--- config.mk ---
export PLATFORM = sky130hd
export DESIGN_NAME = vote_tally_reader
export DESIGN_NICKNAME = d
export VERILOG_FILES = /design/src/rtl/vote_tally_reader.sv
export SDC_FILE = /design/constraint.sdc
export NUM_CORES = 1
export LEC_CHECK = 0
export ABC_AREA = 1
export CAP_MARGIN = 20
export CORE_MARGIN = 2
export CORE_UTILIZATION = 55
export CTS_CLUSTER_SIZE = 28
export DETAILED_ROUTE_END_ITERATION = 16
export GPL_TIMING_DRIVEN = 0
export HOLD_SLACK_MARGIN = 0.03
export PLACE_DENSITY = 0.91
export SYNTH_ARGS = -nofsm -noshare
export SYNTH_HDL_FRONTEND = slang
export SYNTH_SLANG_ARGS = --single-unit
--- constraint.sdc ---
create_clock -name clock -period 2.9 [get_ports clock]
set_input_delay 0.58 -clock clock [delete_from_list [all_inputs] [get_ports clock]]
set_output_delay 0.58 -clock clock [all_outputs]
set_load 0.05 [all_outputs]
--- src/rtl/vote_tally_reader.sv ---
// vote_tally_reader: snapshots four candidate tallies, picks the winner with a
// four-step sequential compare, and streams a 7-byte result frame over a
// valid/ready byte interface.
module vote_tally_reader (
    input  logic       clock,
    input  logic       reset,
    input  logic       mode,
    input  logic       start,
    input  logic [7:0] tally1,
    input  logic [7:0] tally2,
    input  logic [7:0] tally3,
    input  logic [7:0] tally4,
    input  logic       out_ready,
    output logic       out_valid,
    output logic [7:0] out_data,
    output logic       busy,
    output logic       frame_done,
    output logic [7:0] led
);

    localparam int unsigned TALLY_W    = 8;
    localparam int unsigned NUM_CAND   = 4;
    localparam int unsigned FRAME_LEN  = 7;
    localparam int unsigned IDX_W      = 2;
    localparam int unsigned BYTE_IDX_W = 3;

    localparam logic [TALLY_W-1:0] HEADER  = 8'hA5;
    localparam logic [TALLY_W-1:0] NO_VOTE = 8'hFF;

    typedef enum logic [1:0] {
        S_IDLE,
        S_CMP,
        S_SEND
    } state_e;

    state_e                  state_q, state_d;
    logic [TALLY_W-1:0]      snap_q [NUM_CAND];
    logic [TALLY_W-1:0]      snap_d [NUM_CAND];
    logic [TALLY_W-1:0]      best_q, best_d;
    logic [IDX_W-1:0]        widx_q, widx_d;
    logic                    tie_q, tie_d;
    logic [IDX_W-1:0]        cmp_idx_q, cmp_idx_d;
    logic [BYTE_IDX_W-1:0]   byte_idx_q, byte_idx_d;
    logic                    out_valid_q, out_valid_d;
    logic [TALLY_W-1:0]      out_data_q, out_data_d;
    logic                    busy_q, busy_d;
    logic                    frame_done_q, frame_done_d;
    logic [TALLY_W-1:0]      led_q, led_d;

    logic [TALLY_W-1:0]      winner_c;
    logic [TALLY_W-1:0]      checksum_c;
    logic [BYTE_IDX_W-1:0]   next_idx_c;
    logic [TALLY_W-1:0]      next_byte_c;
    logic [TALLY_W-1:0]      cur_c;

    // Winner byte and checksum derived from the finished compare and snapshot
    always_comb begin
        winner_c   = (best_q == '0) ? NO_VOTE : {tie_q, 5'b0, widx_q};
        checksum_c = snap_q[0] ^ snap_q[1] ^ snap_q[2] ^ snap_q[3] ^ winner_c;
    end

    // Byte that follows the one currently presented on out_data
    always_comb begin
        next_idx_c = byte_idx_q + BYTE_IDX_W'(1);
        case (next_idx_c)
            3'd1:    next_byte_c = snap_q[0];
            3'd2:    next_byte_c = snap_q[1];
            3'd3:    next_byte_c = snap_q[2];
            3'd4:    next_byte_c = snap_q[3];
            3'd5:    next_byte_c = winner_c;
            3'd6:    next_byte_c = checksum_c;
            default: next_byte_c = HEADER;
        endcase
    end

    // Next-state and next-output logic for capture, compare and send
    always_comb begin
        state_d      = state_q;
        snap_d       = snap_q;
        best_d       = best_q;
        widx_d       = widx_q;
        tie_d        = tie_q;
        cmp_idx_d    = cmp_idx_q;
        byte_idx_d   = byte_idx_q;
        out_valid_d  = out_valid_q;
        out_data_d   = out_data_q;
        busy_d       = busy_q;
        frame_done_d = 1'b0;
        led_d        = led_q;
        cur_c        = snap_q[cmp_idx_q];

        case (state_q)
            S_IDLE: begin
                if (start && mode) begin
                    snap_d[0] = tally1;
                    snap_d[1] = tally2;
                    snap_d[2] = tally3;
                    snap_d[3] = tally4;
                    best_d    = '0;
                    widx_d    = '0;
                    tie_d     = 1'b0;
                    cmp_idx_d = '0;
                    busy_d    = 1'b1;
                    state_d   = S_CMP;
                end
            end

            S_CMP: begin
                // Strict greater-than only, so the lowest index keeps a tie
                if (cur_c > best_q) begin
                    best_d = cur_c;
                    widx_d = cmp_idx_q;
                    tie_d  = 1'b0;
                end else if ((cur_c == best_q) && (best_q != '0)) begin
                    tie_d = 1'b1;
                end
                cmp_idx_d = cmp_idx_q + IDX_W'(1);
                if (cmp_idx_q == IDX_W'(NUM_CAND - 1)) begin
                    state_d     = S_SEND;
                    out_valid_d = 1'b1;
                    out_data_d  = HEADER;
                    byte_idx_d  = '0;
                end
            end

            S_SEND: begin
                if (out_ready) begin
                    if (byte_idx_q == BYTE_IDX_W'(FRAME_LEN - 1)) begin
                        out_valid_d  = 1'b0;
                        out_data_d   = '0;
                        busy_d       = 1'b0;
                        frame_done_d = 1'b1;
                        led_d        = winner_c;
                        state_d      = S_IDLE;
                    end else begin
                        byte_idx_d = next_idx_c;
                        out_data_d = next_byte_c;
                    end
                end
            end

            default: begin
                state_d = S_IDLE;
            end
        endcase
    end

    // State and output registers with synchronous active-low reset
    always_ff @(posedge clock) begin
        if (!reset) begin
            state_q      <= S_IDLE;
            snap_q       <= '{default: '0};
            best_q       <= '0;
            widx_q       <= '0;
            tie_q        <= 1'b0;
            cmp_idx_q    <= '0;
            byte_idx_q   <= '0;
            out_valid_q  <= 1'b0;
            out_data_q   <= '0;
            busy_q       <= 1'b0;
            frame_done_q <= 1'b0;
            led_q        <= '0;
        end else begin
            state_q      <= state_d;
            snap_q       <= snap_d;
            best_q       <= best_d;
            widx_q       <= widx_d;
            tie_q        <= tie_d;
            cmp_idx_q    <= cmp_idx_d;
            byte_idx_q   <= byte_idx_d;
            out_valid_q  <= out_valid_d;
            out_data_q   <= out_data_d;
            busy_q       <= busy_d;
            frame_done_q <= frame_done_d;
            led_q        <= led_d;
        end
    end

    assign out_valid  = out_valid_q;
    assign out_data   = out_data_q;
    assign busy       = busy_q;
    assign frame_done = frame_done_q;
    assign led        = led_q;

endmodule

==> results of run 1 <==
critical path: stages (launching register included):
cell,delay [ns]
dfxtp_1,0.34
buf_2,0.22
clkinv_1,0.28
nor2_1,0.15
o21ai_0,0.14
nand2_1,0.14
ha_1,0.26
nand2_1,0.11
o21bai_1,0.11
nand2_1,0.07
nand2_1,0.05
nand2_1,0.05
nand2_1,0.11
buf_2,0.24
nand3_1,0.11
a21oi_1,0.15
through the flow:
| step | total power [mW] | worst slack [ns] | cell area (um^2) |
|---|---|---|---|
| after detailed placement | 1.52 | 0.401 | 4710 |
| after floorplan | 1.35 | 0.820 | 4030 |
| final | 2.21 | 0.297 | 4880 |
| after global placement | 1.50 | 0.440 | 4710 |
| after global routing | 2.32 | 0.0903 | 4880 |
| after CTS | 2.21 | 0.370 | 4880 |
routing by layer:
metal,vias up,part of all wire,global-route usage
li1,2159,-,-
met1,1953,0.41,0.381
met2,188,0.47,0.510
met3,47,0.079,0.0494
met4,0,0.042,0.152
met5,-,0,0
sequential cells by signal, indices dropped and copies added, names as in the netlist:
name and flops:
out_data 8, byte_idx_q 3, out_valid 1, led 4, frame_done 1, cmp_idx_q 2
snap_q 32, state_q 2, busy 1, widx_q 2, best_q 8, tie_q 1
final cells by class:
cell class                      instances  area, um^2
Timing Repair Buffer                   55         551
Multi-Input combinational cell        476        2340
Fill cell                             607        2300
Inverter                               63         239
Tap cell                               99         124
Buffer                                 28         148
Clock buffer                           12         145
Clock inverter                          4        28.8
Sequential cell                        65        1300
logic make-up (layout without fill, tap and decap cells):
kind of cell    after synthesis  in the layout  share of synthesized area
compound gates              117            117                      0.152
simple gates                324            324                      0.339
flops                        65             65                      0.323
fa+ha+maj                    15             15                     0.0466
xor+xnor                     20             20                     0.0434
buf+inv                      91            162                     0.0959
power groups by stage:
stage               Clock (mW)  Combinational [mW]  Sequential, mW
floorplan                    0               0.336            1.01
global placement             0               0.483            1.02
detailed placement           0               0.503            1.02
CTS                      0.709               0.506           0.999
global route             0.744               0.575            1.01
finish                   0.697               0.512            1.00
layout by cell type (no fill, tap or decap), types with 2 or more instances in the layout:
cell type and n:
a21oi_1 57, buf_2 7, buf_4 5, buf_6 2
clkbuf_1 16, clkbuf_8 10, clkdlybuf4s50_1 55, clkinv_1 2
clkinvlp_4 2, dfxtp_1 65, ha_1 15, inv_1 57
inv_2 3, nand2_1 153, nand2_2 4, nand3_1 54
nand4_1 4, nor2_1 95, nor2_2 3, nor2_4 5
nor3_1 4, o21ai_0 54, o221ai_1 2, xnor2_1 10
xor2_1 10
worst max-delay path by stage:
stage                              startpoint  cells after the start                      to  slack, ns
floorplan           cmp_idx_q[1]$_SDFFE_PN0P_                     14  best_q[7]$_SDFFE_PN0P_       0.82
global placement    cmp_idx_q[0]$_SDFFE_PN0P_                     13  best_q[2]$_SDFFE_PN0P_       0.44
detailed placement  cmp_idx_q[1]$_SDFFE_PN0P_                     14  best_q[7]$_SDFFE_PN0P_       0.40
CTS                 cmp_idx_q[1]$_SDFFE_PN0P_                     14  best_q[7]$_SDFFE_PN0P_       0.37
global route        cmp_idx_q[0]$_SDFFE_PN0P_                     13      tie_q$_SDFFE_PN0P_       0.09
finish              cmp_idx_q[1]$_SDFFE_PN0P_                     15  best_q[6]$_SDFFE_PN0P_       0.30
==> flow_summary.toml, run 1 <==
[run_status]
status = "completed"

[finish]
finalNetCount = 750
area_growth_pct = 21.0
fin_cells = 802
drive_gt1_frac = 0.0669
utilization = 0.680
n_antenna_cell = 0

[pwr]
p_leak_nw = 2.16
swShare = 0.334
power.switching_mw = 0.738
power_frac_comb = 0.232
p_seq_frac = 0.453
powerDensity_nw_per_um2 = 453
irDropWorstVdd_mv = 0.280
pwr-share-clk = 0.315
power.internal_mw = 1.47

[timing]
fmax_ghz = 0.384
setup_violations = 0
worst_pin_slew_ns = 0.628
finalClockSkew_ns = 0.0142
finalCritPeriodShare = 0.897
holdWs_ns = 0.464
fin_crit_ns = 2.60
tns_ns = 0
slew_headroom = 0.582
final-max-slew-violation-count = 0
rsz0062_at_grt = "false"
finalHoldViolations = 0

[yosys]
synth.most_common_cell = "nand2_1"
synth_edf_count = 0
yosys.area.top_type = "dfxtp_1"
synth_cells = 632
avgSynthCellArea_um2 = 6.38
ys_seq_area_frac = 0.323
syn-num-nets = 684
synth_top_area_share = 0.323
yosysUniqueCellTypes = 29
synth_area_um2 = 4030
synthTopCellsByArea = "dfxtp_1 32%, nand2_1 14%, nor2_1 8.8%"
synth-main-ff-cell = "dfxtp_1"
ys_async_sr_fraction = 0
ys_warn_count = 0
post_synth_most_frequent_cells = "153 x nand2_1, 95 x nor2_1, 65 x dfxtp_1"
synth_seq_cells = 65

[clocking]
cts_setup_buffers = 0
cts_resized = 0
cts_num_sinks = 65
cts_tree = "built"
cts_max_path_buffers = 2
ctsHtreeMaxLevel = 3
cts_hold_buffers = 0
cts_buffers = 9
cts_root_buf = "clkbuf_8"
worstSkewPairLatency_ns = 0.35
clk_pin_slew_ns = 0.08

[setup_path]
worstPathRequired_ns = 3.18
r2r-start = "cmp_idx_q[1]$_SDFFE_PN0P_"
rrSetupSlack_ns = 0.30
worstPathArrival_ns = 2.89
critPathKind = "reg -> reg"
start_kind = "flop"
rr_worst_depth = 15
end_kind = "flop"
reg2reg_to = "best_q[6]$_SDFFE_PN0P_"
cp_max_fo = 10

[placed_design]
dp_hpwl_um = 8850
portBuffers = 55
gp_congestion = 0.921
dp_cells = 786

[die]
dieArea_um2 = 8030
die_y_um = 89.6
start_util = 0.562
row_count = 31
core_area_um2 = 7180
dieWidth_um = 89.6
ioPinCount = 56

[global_route]
grt_pass1_vias = 3988
grt_overflow = 0
antenna_found_initial = 0
grt_pass1_wl_um = 18700
grt_max_degree = 12
grt_usage = 0.305

[drt]
routedWlPerCell_um = 14.5
dr_total_vias = 4347
postRouteAntennaNets = 0
drt_wl_total_um = 11700
via_per_inst = 5.42
drt_iter0_drc = 250
drc = 0
firstDrtPassIters = 5

[min_path]
hold_end = "out_data[3]$_SDFFE_PN0P_"
hold_start = "out_data[3]$_SDFFE_PN0P_"
hold_depth = 2
hp-class = "reg -> reg"

[run]
maxCapViolCount = 0
No activity file was read; power rests on OpenSTA's default activity.
==> inputs of run 2 (changes only) <==
- PLACE_DENSITY: 0.91 -> 0.76
==> run 2 against run 1 <==
Effect of this change: power up 0.29%; first-iteration DRC count down 15%; cell count down 0.12%; core utilization unchanged; non-clock buffer count down 1; count of clock-buffer cells in the layout up 1.
==> flow_summary.toml, run 2 (same netlist as run 1, synthesis figures left out) <==
[die]
dieArea_um2 = 8030
ioPinCount = 56
start_util = 0.562
row_count = 31
core_area_um2 = 7180
dieWidth_um = 89.6
die_y_um = 89.6

[global_route]
antenna_found_initial = 0
grt_max_degree = 11
grt_usage = 0.304
grt_pass1_wl_um = 18500
grt_pass1_vias = 3814
grt_overflow = 0
met3_usage = 0.0558
grtUsageMet1 = 0.400
grt_most_used_layer = "met2"
use_met2 = 0.481

[finish]
finalNetCount = 749
largest_register = "snap_q"
drive_gt1_frac = 0.0684
n_antenna_cell = 0
utilization = 0.680
nFillCells = 667
area_growth_pct = 21.0
fin_cells = 801
largest_reg_flops = 32
final_common_cell = "nand2_1"
final_cell_mix = "153 x nand2_1, 95 x nor2_1, 65 x dfxtp_1"

[setup_path]
rr_worst_depth = 16
max_stage_delay_ns = 0.38
critPathKind = "reg -> reg"
cpLargestDelayFamily = "buffers and inverters"
end_kind = "flop"
r2r-start = "cmp_idx_q[0]$_SDFFE_PN0P_"
worstPathRequired_ns = 3.17
worst-path-stages = 16
reg2reg_to = "best_q[4]$_SDFFE_PN0P_"
rrSetupSlack_ns = 0.33
critPathSlowestCell = "dfxtp_1"
worstPathArrival_ns = 2.85
cp_cell_sequence = "buf_2 -> buf_2 -> a21oi_1 -> o21ai_0 -> nand2_1 -> ha_1 -> inv_1 -> nor2_1 -> o21bai_1 -> nand2_1 -> nand2_1 -> nand2_1 -> nand2_1 -> buf_2 -> nand3_1 -> a21oi_1"
cp_max_fo = 10
path_buf_inv = 4
path_common_cell = "nand2_1"
start_kind = "flop"

[timing]
fin_crit_ns = 2.57
finalHoldViolations = 0
setup_violations = 0
finalCritPeriodShare = 0.886
tns_ns = 0
final-max-slew-violation-count = 0
fmax_ghz = 0.389
layout_setup_ws_ns = 0.329
rsz0062_at_grt = "false"
holdWs_ns = 0.464
finalClockSkew_ns = 0.0162
worst_pin_slew_ns = 0.686
slew_headroom = 0.542

[min_path]
hold_end = "out_valid$_SDFFE_PN0P_"
hold_start = "out_valid$_SDFFE_PN0P_"
hp-class = "reg -> reg"
hold_depth = 2

[pwr]
irDropWorstVdd_mv = 0.287
power_frac_comb = 0.230
p_leak_nw = 2.17
power.switching_mw = 0.726
power.internal_mw = 1.49
swShare = 0.327
p_seq_frac = 0.453
pwr-share-clk = 0.317
powerDensity_nw_per_um2 = 454

[clocking]
cts_root_buf = "clkbuf_8"
worstSkewPairLatency_ns = 0.35
cts_hold_buffers = 0
cts_num_sinks = 65
cts_buffers = 9
cts_tree = "built"
ctsHtreeMaxLevel = 3
cts_max_path_buffers = 2
cts_setup_buffers = 0
clk_pin_slew_ns = 0.07

[placed_design]
portBuffers = 55
dp_hpwl_um = 8720
gp_congestion = 0.919
dp_cells = 786
dp_slack_ns = 0.375

[drt]
drt_iter0_drc = 213
via_per_inst = 5.32
routedWlPerCell_um = 14.5
postRouteAntennaNets = 0
dr_total_vias = 4264
drc = 0
firstDrtPassIters = 5
drt_wl_total_um = 11600

[run]
maxCapViolCount = 0

[run_status]
status = "completed"
[run 2: worst register-to-register path: stages (launching register included)]
cell and delay, ns:
dfxtp_1 0.38, buf_2 0.24, buf_2 0.24, a21oi_1 0.09, o21ai_0 0.14, nand2_1 0.10, ha_1 0.30, inv_1 0.06
nor2_1 0.03, o21bai_1 0.13, nand2_1 0.07, nand2_1 0.05, nand2_1 0.05, nand2_1 0.12, buf_2 0.25, nand3_1 0.10
a21oi_1 0.14
[run 2: power by group through the flow]
stage                     Clock [mW]  Sequential (mW)  Combinational (mW)
after detailed placement           0             1.02               0.501
after global routing           0.745             1.01               0.576
after floorplan                    0             1.01               0.336
after CTS                      0.702             1.00               0.506
after global placement             0             1.02               0.489
final                          0.703             1.00               0.511
[run 2: what timing repair did]
action / 4_1_cts / 5_1_grt
endpoints found under the hold margin: 0 / 0
resized for setup: 0 / 1
endpoints found under the setup margin: 0 / 9
[run 2: worst max path at each step]
stage	startpoint	end	slack, ns
finish	cmp_idx_q[0]$_SDFFE_PN0P_	best_q[4]$_SDFFE_PN0P_	0.33
global route	cmp_idx_q[1]$_SDFFE_PN0P_	best_q[1]$_SDFFE_PN0P_	0.01
CTS	cmp_idx_q[1]$_SDFFE_PN0P_	best_q[5]$_SDFFE_PN0P_	0.36
detailed placement	cmp_idx_q[1]$_SDFFE_PN0P_	best_q[5]$_SDFFE_PN0P_	0.38
global placement	cmp_idx_q[0]$_SDFFE_PN0P_	best_q[7]$_SDFFE_PN0P_	0.44
floorplan	cmp_idx_q[1]$_SDFFE_PN0P_	best_q[7]$_SDFFE_PN0P_	0.82
[run 2: final cells by class]
cell class / instances / area [um^2] / share of cell area
buffer: 27 / 144 / 0.0295
clock buffer: 13 / 159 / 0.0326
clock inverter: 3 / 15.0 / 0.00308
inverter: 63 / 243 / 0.0497
multi-input combinational: 476 / 2340 / 0.480
sequential: 65 / 1300 / 0.267
tap: 99 / 124 / 0.0254
timing repair buffer: 55 / 551 / 0.113
[run 2: metrics by stage]
stage | instance area, um^2 | power (mW)
finish | 4880 | 2.22
global route | 4880 | 2.33
CTS | 4880 | 2.21
detailed placement | 4710 | 1.52
global placement | 4710 | 1.51
floorplan | 4030 | 1.35
[run 2: layer usage]
metal	share of wire	wire length (um)	vias to the layer above
li1	-	-	2157
met1	0.45	5220	1941
met2	0.45	5220	136
met3	0.060	694	30
met4	0.041	471	0
met5	0	0	-
==> inputs of run 3 (changes only) <==
- CORE_UTILIZATION: 55 -> 57
- CTS_BUF_LIST: unset -> sky130_fd_sc_hd__clkbuf_8
- PLACE_DENSITY: 0.76 -> 0.79
==> run 3 against run 2 <==
Effect of this change: first-iteration DRC count grew 8.5%; via count grew 2.6%; count of clock-buffer cells in the layout shrank 4; global-route usage grew 1.8 points; wire length grew 2.4%; clock skew shrank 0.0046 ns.
==> flow_summary.toml, run 3 (same netlist as run 1, synthesis figures left out) <==
[global_route]
grt_overflow = 0
grt_pass1_vias = 4006
antenna_found_initial = 0
grt_max_degree = 13
grt_usage = 0.322
grt_pass1_wl_um = 19000

[clocking]
cts_buffers = 9
clk_pin_slew_ns = 0.08
cts_max_path_buffers = 2
ctsHtreeMaxLevel = 3
cts_num_sinks = 65
cts_tree = "built"
worstSkewPairLatency_ns = 0.36
cts_root_buf = "clkbuf_8"
cts_resized = 0
cts_hold_buffers = 0
cts_setup_buffers = 0

[setup_path]
critPathSlowestCell = "dfxtp_1"
cp_cell_sequence = "buf_2 -> clkinv_1 -> nor2_1 -> o21ai_0 -> nand2_1 -> ha_1 -> nand2_1 -> o21bai_1 -> nand2_1 -> nand2_1 -> nand2_1 -> nand2_1 -> buf_2 -> nand3_1 -> a21oi_1"
worstPathRequired_ns = 3.18
cp_max_fo = 10
critPathKind = "reg -> reg"
path_buf_inv = 3
worstPathArrival_ns = 2.90
max_stage_delay_ns = 0.33
cpLargestDelayFamily = "simple AND/OR/NAND/NOR gates"
path_common_cell = "nand2_1"
start_kind = "flop"
end_kind = "flop"

[drt]
routedWlPerCell_um = 14.9
drt_wl_total_um = 11900
via_per_inst = 5.48
firstDrtPassIters = 5
drt_iter0_drc = 231
drc = 0
dr_total_vias = 4375
postRouteAntennaNets = 0

[finish]
utilization = 0.717
nFillCells = 618
regArea_um2 = 1300
n_antenna_cell = 0
multi_input_area_um2 = 2340
final_cell_mix = "153 x nand2_1, 95 x nor2_1, 65 x dfxtp_1"
final_common_cell = "nand2_1"
area_growth_pct = 21.5
drive_gt1_frac = 0.0697
largest_register = "snap_q"
finalNetCount = 750
largest_reg_flops = 32

[die]
dieArea_um2 = 7760
die_y_um = 88.1
start_util = 0.590
dieWidth_um = 88.1
row_count = 30
core_area_um2 = 6830
ioPinCount = 56

[placed_design]
portBuffers = 55
gp_congestion = 0.895
dp_hpwl_um = 8750

[pwr]
power_frac_comb = 0.224
irDropWorstVdd_mv = 0.295
powerDensity_nw_per_um2 = 470
power.total_mw = 2.30
pwr-share-clk = 0.340
p_leak_nw = 2.17
p_seq_frac = 0.436
power.internal_mw = 1.53
power.switching_mw = 0.769
swShare = 0.334

[timing]
worst_pin_slew_ns = 0.655
rsz0062_at_grt = "false"
fin_crit_ns = 2.62
finalHoldViolations = 0
finalCritPeriodShare = 0.904
tns_ns = 0
setup_violations = 0
final-max-slew-violation-count = 0
finalClockSkew_ns = 0.0117
fmax_ghz = 0.382
slew_headroom = 0.562

[run_status]
status = "completed"

[min_path]
hp-class = "reg -> reg"

[run]
maxCapViolCount = 0
run 3: power by group through the flow:
stage                     clock, mW  combinational, mW  sequential, mW
after floorplan                   0              0.336            1.01
after global placement            0              0.487            1.02
after detailed placement          0              0.503            1.02
after CTS                     0.781              0.508            1.00
after global routing          0.818              0.578            1.01
final                         0.782              0.515            1.00
run 3: worst register-to-register path, stage by stage, from the launching register on:
cell and delay (ns):
dfxtp_1 0.33, buf_2 0.22, clkinv_1 0.29, nor2_1 0.17, o21ai_0 0.14, nand2_1 0.14
ha_1 0.25, nand2_1 0.10, o21bai_1 0.11, nand2_1 0.06, nand2_1 0.05, nand2_1 0.05
nand2_1 0.13, buf_2 0.25, nand3_1 0.11, a21oi_1 0.16
run 3: path summary, 6_finish.rpt:
path,startpoint,endpoint,slack [ns],depth (start not counted)
max,cmp_idx_q[1]$_SDFFE_PN0P_,best_q[1]$_SDFFE_PN0P_,0.28,15
min,out_data[1]$_SDFFE_PN0P_,out_data[1]$_SDFFE_PN0P_,0.46,2
max reg2reg,cmp_idx_q[1]$_SDFFE_PN0P_,best_q[1]$_SDFFE_PN0P_,0.28,15
min reg2reg,out_data[1]$_SDFFE_PN0P_,out_data[1]$_SDFFE_PN0P_,0.46,2
run 3: area by class of cell:
type | instances | area share
Buffer | 28 | 0.0301
Clock buffer | 9 | 0.0253
Clock inverter | 7 | 0.0146
Inverter | 63 | 0.0488
Multi-Input combinational cell | 476 | 0.479
Sequential cell | 65 | 0.266
Tap cell | 96 | 0.0245
Timing Repair Buffer | 55 | 0.112
run 3: per-layer routing:
metal  up-vias  part of all wire  track usage  wire length [um]
met2       200              0.45        0.509              5330
met4         0             0.051        0.215               605
li1       2163                 -            -                 -
met3        45             0.084       0.0660               998
met5         -                 0            0                 0
met1      1967              0.42        0.396              4940
run 3: per-stage QoR:
stage	hold WS, ns	instance area, um^2	worst slack (ns)	std cells
floorplan	0.436	4030	0.820	632
global placement	0.451	4700	0.447	783
detailed placement	0.456	4700	0.366	783
CTS	0.468	4900	0.341	799
global route	0.485	4900	0.0419	799
finish	0.464	4900	0.279	799
